--- src/rtl/bram_arbiter.sv ---
// Round-robin arbiter merging a fetch requester and a data requester onto one
// single-port bram request/ready interface, one registered transaction at a time.
module bram_arbiter (
   input  logic        clock,
   input  logic        reset,
   input  logic        imem_valid,
   input  logic [31:0] imem_addr,
   output logic [31:0] imem_rdata,
   output logic        imem_ready,
   input  logic        dmem_valid,
   input  logic [31:0] dmem_addr,
   input  logic [31:0] dmem_wdata,
   input  logic [3:0]  dmem_wstrb,
   output logic [31:0] dmem_rdata,
   output logic        dmem_ready,
   output logic        bram_valid,
   output logic        bram_instr,
   output logic [31:0] bram_addr,
   output logic [31:0] bram_wdata,
   output logic [3:0]  bram_wstrb,
   input  logic [31:0] bram_rdata,
   input  logic        bram_ready
);
   typedef enum logic [1:0] {
      IDLE   = 2'b00,
      BUSY_I = 2'b01,
      BUSY_D = 2'b10
   } state_t;

   state_t      state_r, state_s;
   logic        last_instr_r, last_instr_s;
   logic        valid_r, valid_s;
   logic        instr_r, instr_s;
   logic [31:0] addr_r, addr_s;
   logic [31:0] wdata_r, wdata_s;
   logic [3:0]  wstrb_r, wstrb_s;
   logic        grant_i_s, grant_d_s;

   // Next-state, round-robin arbitration and request capture
   always_comb begin
      state_s      = state_r;
      last_instr_s = last_instr_r;
      valid_s      = valid_r;
      instr_s      = instr_r;
      addr_s       = addr_r;
      wdata_s      = wdata_r;
      wstrb_s      = wstrb_r;
      grant_i_s    = 1'b0;
      grant_d_s    = 1'b0;
      case (state_r)
         IDLE: begin
            // On contention the requester that did not win last time goes first
            if (imem_valid && (!dmem_valid || !last_instr_r)) begin
               grant_i_s = 1'b1;
            end else if (dmem_valid) begin
               grant_d_s = 1'b1;
            end else begin
               grant_i_s = 1'b0;
            end
            if (grant_i_s) begin
               state_s      = BUSY_I;
               last_instr_s = 1'b1;
               valid_s      = 1'b1;
               instr_s      = 1'b1;
               addr_s       = imem_addr;
               wdata_s      = 32'h0000_0000;
               wstrb_s      = 4'b0000;
            end else if (grant_d_s) begin
               state_s      = BUSY_D;
               last_instr_s = 1'b0;
               valid_s      = 1'b1;
               instr_s      = 1'b0;
               addr_s       = dmem_addr;
               wdata_s      = dmem_wdata;
               wstrb_s      = dmem_wstrb;
            end else begin
               state_s = IDLE;
            end
         end
         BUSY_I, BUSY_D: begin
            if (bram_ready) begin
               state_s = IDLE;
               valid_s = 1'b0;
            end else begin
               state_s = state_r;
            end
         end
         default: begin
            state_s = IDLE;
            valid_s = 1'b0;
         end
      endcase
   end

   // State, round-robin pointer and registered bram request
   always_ff @(posedge clock or negedge reset) begin
      if (!reset) begin
         state_r      <= IDLE;
         last_instr_r <= 1'b1;
         valid_r      <= 1'b0;
         instr_r      <= 1'b0;
         addr_r       <= 32'h0000_0000;
         wdata_r      <= 32'h0000_0000;
         wstrb_r      <= 4'b0000;
      end else begin
         state_r      <= state_s;
         last_instr_r <= last_instr_s;
         valid_r      <= valid_s;
         instr_r      <= instr_s;
         addr_r       <= addr_s;
         wdata_r      <= wdata_s;
         wstrb_r      <= wstrb_s;
      end
   end

   // Completion forwarding: ready and read data reach only the requester being served
   always_comb begin
      imem_ready = 1'b0;
      dmem_ready = 1'b0;
      imem_rdata = 32'h0000_0000;
      dmem_rdata = 32'h0000_0000;
      if (bram_ready && (state_r == BUSY_I)) begin
         imem_ready = 1'b1;
         imem_rdata = bram_rdata;
      end else if (bram_ready && (state_r == BUSY_D)) begin
         dmem_ready = 1'b1;
         dmem_rdata = bram_rdata;
      end else begin
         imem_ready = 1'b0;
         dmem_ready = 1'b0;
      end
   end

   assign bram_valid = valid_r;
   assign bram_instr = instr_r;
   assign bram_addr  = addr_r;
   assign bram_wdata = wdata_r;
   assign bram_wstrb = wstrb_r;
endmodule

--- config.mk ---
export PLATFORM = sky130hd
export DESIGN_NAME = bram_arbiter
export DESIGN_NICKNAME = d
export VERILOG_FILES = /design/src/rtl/bram_arbiter.sv
export SDC_FILE = /design/constraint.sdc
export NUM_CORES = 1
export LEC_CHECK = 0
export CORE_AREA = 2 2 105 107
export DETAILED_ROUTE_END_ITERATION = 10
export DIE_AREA = 0 0 107 109
export PLACE_DENSITY = 0.88
export RECOVER_POWER = 50
export SLEW_MARGIN = 10
export SYNTH_ARGS = -nofsm -noshare
export SYNTH_HDL_FRONTEND = slang
export SYNTH_SLANG_ARGS = --single-unit
--- constraint.sdc ---
create_clock -name clock -period 2.2 [get_ports clock]
set_clock_uncertainty 0.15 [all_clocks]
set_input_delay 0.55 -clock clock [delete_from_list [all_inputs] [get_ports clock]]
set_output_delay 0.55 -clock clock [all_outputs]
set_load 0.01 [all_outputs]
==> summary.txt <==
Status
  • Status: finished with violations
  • Failing checks: negative setup slack

Pwr
  • Pleak: 3.19 nW
  • Switching Fraction: 35.7%
  • Worst VDD drop: 716 µV
  • Clk network pwr share: 15.4%
  • P_sw: 3.02 mW
  • Combinational share of power: 56.9%
  • Tot Pwr: 8.47 mW
  • Sequential power share: 27.6%
  • P_int: 5.45 mW
  • P per Cell Area: 1190 nW/µm²

Synthesis
  • Post-synth net total: 493
  • Syn Area/Cell: 9.71 µm²
  • Synth Warn #: 0
  • Adder-cell share of the synthesized area: 1.10%
  • Mux share of post-synthesis cell area: 0.329%
  • Gate Count Post-Synth: 353
  • Post-synthesis sequential element count: 73
  • Largest family of logic cells by synthesized area: compound AO/OA/AOI/OAI gates
  • Synthesized-area fraction occupied by xor and xnor cells: 0%
  • Sequential share of the synthesized area: 53.3%
  • Fraction of the mapped netlist area in simple logic gates: 20.0%
  • Complex-gate fraction of the synthesized area: 20.8%
  • Post-synthesis cell type count: 23
  • Post-Syn Area: 3430 µm²

Layout
  • Diode count: 0
  • Finished Layout Cells: 791
  • Most frequent cells in the layout: clkdlybuf4s50_1 (170), dfrtp_1 (72), buf_6 (67), a21oi_1 (65)
  • Commonest non-fill, non-tap cell in the layout: clkdlybuf4s50_1
  • Area delta synth->final: 108%
  • Final nets: 786
  • Fraction of final layout cells sized beyond drive strength 1: 28.0%

STA
  • Setup-failing EPs final: 65
  • Achievable frequency: 0.413 GHz
  • TNS Setup: -7.32 ns
  • Period utilisation layout: 110%
  • RSZ-0062 raised after global routing: yes
  • Slew Limit Fails: 0
  • Worst-Margin Slew: 0.864 ns
  • WHS: 0.160 ns
  • Slew HR: 42.4%
  • Number of hold violations in the final report: 0
  • Tmin final: 2.42 ns
  • Worst setup margin: -0.220 ns

Run
  • Maxcap violations: 0

Drt
  • Final ANT Viol Nets: 0
  • DR pass1 iterations: 4
  • WL final: 14.3 mm
  • Initial drt markers: 313
  • Drt via density: 4.93
  • Routed len/inst: 18.1 µm
  • Residual DRC: 0
  • Vias: 3899

Place
  • Detailed Place HPWL: 9.76 mm
  • Placer Congestion: 0.828
  • Post-Place Cells: 757
  • Buffers on Ports: 272

Hold path
  • Hold Crit Class: in -> async

Floorplanning
  • Die Wd: 107 µm
  • Full die area: 11700 µm²
  • I/O pins: 273
  • Die Span Y: 109 µm
  • Core box area: 10600 µm²
  • Initial Utilization: 32.3%
  • Row cnt: 38

Clocking
  • CTS clk-pin slew, worst paths: 0.08 ns
  • CTS tree: yes
  • Clock buffer count from CTS: 9
  • H-tree Lvls: 3
  • Max Root-Sink Buffers: 2
  • Worst skew pair latency: 0.34 ns
  • CTS sink count: 73
  • CTS root buf: clkbuf_8

Critical path
  • CP Cell Sequence: ha_4 -> buf_12 -> nor2_4 -> buf_6 -> buf_6 -> and2_4 -> buf_6
  • Crit end category: output pin
  • Critical path start-end classification: reg -> out
  • Critical Path RT: 1.50 ns
  • Crit path top cell by count: buf_6
  • CP max-delay cell: dfrtp_1
  • Crit-path max FO: 6
  • Worst r2r path cells: 10
  • Worst EP arrival: 1.72 ns
  • Kind of start point of the critical path: flop
  • CP peak stage delay: 0.43 ns

GRT
  • Number of antenna violations at the first check in global routing: 0
  • Gr ovfl total: 0
  • First-pass GRT wire length: 20.3 mm
  • Total track usage: 22.3%
  • Largest net degree at the start of global routing: 46
  • Vias in the first global route: 4023
[registers in the layout, indices dropped and copies added (netlist names)]
name          count
state_r           2
bram_wdata       32
last_instr_r      1
bram_valid        1
bram_wstrb        4
bram_addr        32
bram_instr        1
[final timing paths]
kind,start,endpoint,slack (ns)
worst max-delay path,state_r[0]$_DFFE_PN0P_,dmem_rdata[17],-0.22
worst min register to register,bram_wdata[4]$_DFFE_PN0P_,bram_wdata[4]$_DFFE_PN0P_,0.36
max in group asynchronous,reset,bram_wdata[5]$_DFFE_PN0P_,0.38
min in group clock,bram_wdata[4]$_DFFE_PN0P_,bram_wdata[4]$_DFFE_PN0P_,0.36
worst max register to register,state_r[1]$_DFFE_PN0P_,bram_addr[11]$_DFFE_PN0P_,0.10
worst min-delay path,reset,bram_addr[25]$_DFFE_PN0P_,0.16
[synth_stat cells (all sizes together)]
library cell | n | share of area (%)
a21boi | 1 | 0.55
a21bo | 1 | 0.29
ha | 3 | 1.1
a31oi | 1 | 0.18
nor2b | 1 | 0.18
nand2 | 37 | 4.1
a21oi | 65 | 9.5
dfstp | 1 | 0.77
clkbuf | 11 | 1.2
o21a | 1 | 0.22
mux2 | 1 | 0.33
buf | 17 | 2.9
nor2 | 34 | 3.9
and2 | 33 | 6.0
inv | 2 | 0.22
o21ai | 4 | 0.91
and3 | 32 | 5.8
dfrtp | 72 | 53
a22o | 36 | 9.2
[critical path: cells and delay by family (launching register included)]
family        cells  cell delay, ns
flops             1            0.43
simple gates      2            0.26
buf+inv           4            0.47
fa+ha+maj         1            0.21
[through the flow]
step           setup slack (ns)  cell area (µm²)  util [%]
2_1_floorplan             0.169             3430         -
3_3_place_gp             -0.610             6370      60.1
3_5_place_dp             -0.667             6370      60.1
4_1_cts                  -0.212             6720      63.3
5_1_grt                  -0.303             7120      67.2
6_report                 -0.220             7120      67.2
[kinds of logic after synthesis]
logic type      Yosys count
flops                    73
simple gates            137
mux                       1
buf+inv                  30
compound gates          109
fa+ha+maj                 3
[area by class of cell]
cell class	count	area, µm²
clock inverter	4	98.8
timing repair buffer	309	3160
sequential	73	1830
multi-input combinational	251	1700
fill	793	3480
clock buffer	12	155
inverter	2	7.51
tap	140	175
[power by group through the flow]
stage,logic [mW],registers [mW],clock network (mW)
6_report,4.82,2.34,1.31
3_3_place_gp,4.13,2.32,0
4_1_cts,4.64,2.35,1.34
2_1_floorplan,1.64,2.60,0
3_5_place_dp,4.27,2.35,0
5_1_grt,5.17,2.41,1.40
[what timing repair did]
item	4_1_cts	5_1_grt
resized for setup	326	84
pin swaps	11	8
setup buffers	10	3
setup endpoints to repair	66	103
cloned	4	3
hold buffers	0	0
endpoints found under the hold margin	0	0
[layer usage]
metal	GRT usage (%)	vias to the layer above	wire length, µm
met3	6.28	20	1000
met2	42.3	178	7900
li1	-	1808	-
met4	7.88	0	245
met5	0	-	0
met1	23.6	1893	5200
Note: power is estimated with default switching activity, not from simulation.
==> edit: new RTL, config.mk and constraints unchanged <==
Re-encode `state_t` (3 states) as one-hot, 3 bits wide.
--- a/src/rtl/bram_arbiter.sv
+++ b/src/rtl/bram_arbiter.sv
@@ -23,6 +23,6 @@
 );
-   typedef enum logic [1:0] {
-      IDLE   = 2'b00,
-      BUSY_I = 2'b01,
-      BUSY_D = 2'b10
+   typedef enum logic [2:0] {
+      IDLE   = 3'b001,
+      BUSY_I = 3'b010,
+      BUSY_D = 3'b100
    } state_t;
Behaviour: no difference found for any inputs over 4 cycles, from zero or initial values and one cycle with reset low; so few cycles prove little.
==> edit against the unedited design <==
The flow still finishes with violations (negative setup slack). Synthesized area is 7.1% higher. Combinational power is 16% lower. Via count is 5.5% higher. Highest routed layer unchanged. Global-route usage is 2.3 points higher. Critical path depth is 2 lower. Wire length is 7.3% higher. Sequential cell count is 1 higher. Final area is 1.8% higher. Worst setup slack worse by 0.013 ns. Power is 14% lower.
==> edit: results (changes against the unedited design) <==
| Metric | Value |
|---|---|
| Synth Net Count | `510 (+3.4%)` |
| CTS Buf Count | `9 (unchanged)` |
| Largest net degree at the start of global routing | `44 (-4.3%)` |
| DRT iter0 DRCs | `337 (+7.7%)` |
| Placed Area | `6600 µm² (+3.7%)` |
| Worst hold slack | `0.364 ns (+0.203 ns)` |
| Synth async-reset ratio | `100% (unchanged)` |
| Final worst slack | `-0.232 ns (-0.0126 ns)` |
| Layout Cells excl Fill | `795 (+0.51%)` |
| Hold path cells | `2` |
| Status | `finished, violations left` |
| Ys flop type | `dfrtp_1` |
| IO Port Bufs | `272 (unchanged)` |
| Slew headroom | `46.7% (+4.2 points)` |
| Register area share after synthesis | `50.5% (-2.8 points)` |
| Via/cell ratio | `5.18 (+5.0%)` |
| CP Max Fanout | `5 (-1)` |
| Tot GR Track Use | `24.6% (+2.3 points)` |
| Antenna diode count | `0 (unchanged)` |
| Metal3 WL | `1.15 mm (+15%)` |
| Routed WL | `15.4 mm (+7.3%)` |
| Clk_lat worst skew | `0.34 ns (about the same)` |
| Synth warn | `0 (unchanged)` |
| Post-Synthesis Cells | `373 (+5.7%)` |
| Failing checks | `negative setup slack` |
| Count of final setup violators | `106 (+63%)` |
| Pleak | `3.07 nW (-3.6%)` |
| Placed Cells | `765 (+1.1%)` |
| Synth top area cells | `dfrtp_1, and2_1, o221a_2, o21ai_0, or3_1` |
| Reg2Reg Depth | `5 (-5)` |
| GP Congestion | `0.771 (-6.8%)` |
| Met2 wire length | `8.47 mm (+7.3%)` |
| CP Launch Point | `state_r[0]` |
| Critical path arrival | `1.73 ns` |
| First-pass GRT wire length | `22.0 mm (+8.5%)` |
| Filler cells | `774 (-2.4%)` |
| CTS max path bufs | `2 (unchanged)` |
| Hold endpoint | `bram_wdata[11]` |
| Vias in the first global route | `4156 (+3.3%)` |
| WL met1 | `5.40 mm (+3.8%)` |
| Final #Nets | `787 (+0.13%)` |
| Commonest cells in the netlist | `dfrtp_1, and2_1, o21ai_0` |
| Peak supply drop | `0.539 mV (-25%)` |
| DR pass1 iterations | `5 (+1)` |
| DP Worst Slack | `-0.724 ns (-0.0572 ns)` |
| DP Wirelength | `10.3 mm (+5.0%)` |
| Layout cells sized above 1 | `33.0% (+5.0 points)` |
| Worst r2r src | `state_r[1]` |
| Synth unique cells | `27 (+17%)` |
| Reg2Reg Setup Slack | `-0.05 ns (-0.15 ns)` |
| Reg-to-Reg End | `bram_addr[11]` |
| Worst Hold Class | `flop to flop` |
==> edit: cell count changes after synthesis, moves of 7 or more <==
cell | unedited run | this run
a21oi_1 | 65 | 3
a22o_1 | 36 | 0
o221a_2 | 0 | 32
or3_1 | 0 | 32
and2_1 | 33 | 64
clkbuf_1 | 11 | 28
o21ai_0 | 2 | 56
o21ai_1 | 1 | 18
nor2_1 | 33 | 3
buf_2 | 11 | 4
and3_1 | 32 | 0
==> edit: timing repair <==
action / in CTS / in global routing
resized for setup: 347 / 65
cloned: 6 / 2
buffers inserted: 3 / 2
endpoints found under the hold margin: 31 / 0
setup endpoints to repair: 66 / 90
hold buffers: 1 / 0
pin swaps: 30 / 15
==> edit: worst max-delay path by stage <==
stage / endpoint / slack, ns / cells past startpoint
floorplan: imem_rdata[22] / 0.21 / 4
global placement: imem_rdata[5] / -0.72 / 5
detailed placement: imem_rdata[5] / -0.72 / 5
CTS: dmem_rdata[3] / -0.25 / 5
global route: dmem_rdata[28] / -0.29 / 5
finish: dmem_rdata[0] / -0.23 / 5
==> edit: cell type report <==
cell class / count / area, µm² / share of cell area, %
Clock buffer: 11 / 141 / 1.95
Tap cell: 140 / 175 / 2.42
Sequential cell: 74 / 1850 / 25.6
Multi-Input combinational cell: 260 / 1790 / 24.7
Inverter: 2 / 7.51 / 0.104
Timing Repair Buffer: 303 / 3250 / 44.8
Clock inverter: 5 / 30.0 / 0.414
==> edit: stage by stage <==
stage / utilization, % / setup TNS, ns
2_1_floorplan: - / 0
3_3_place_gp: 62.3 / -51.87
3_5_place_dp: 62.3 / -55.65
4_1_cts: 65.7 / -12.46
5_1_grt: 68.4 / -22.65
6_report: 68.4 / -15.08
==> edit: critical path: stages, from the launching register on <==
cell and delay [ns]:
dfstp_2 0.58, and4bb_2 0.27, buf_6 0.15, buf_12 0.13, and2_4 0.15, buf_6 0.11
==> edit: routing by layer <==
layer	track usage, %	up-vias
li1	-	1881
met1	26.3	1982
met2	45.5	227
met3	6.28	25
met4	11.5	0
met5	0	-
==> edit: cells by family after synthesis <==
logic type / after synthesis / share of synthesized area (%)
buf+inv: 39 / 5.15
flops: 74 / 50.5
compound gates: 113 / 21.3
xor+xnor: 1 / 0.239
simple gates: 146 / 22.8
==> edit: power by group <==
part,internal [mW],switching (mW),total (mW)
clock,0.435,0.500,0.935
combinational,2.20,1.85,4.05
sequential,1.99,0.346,2.33
total,4.62,2.70,7.32
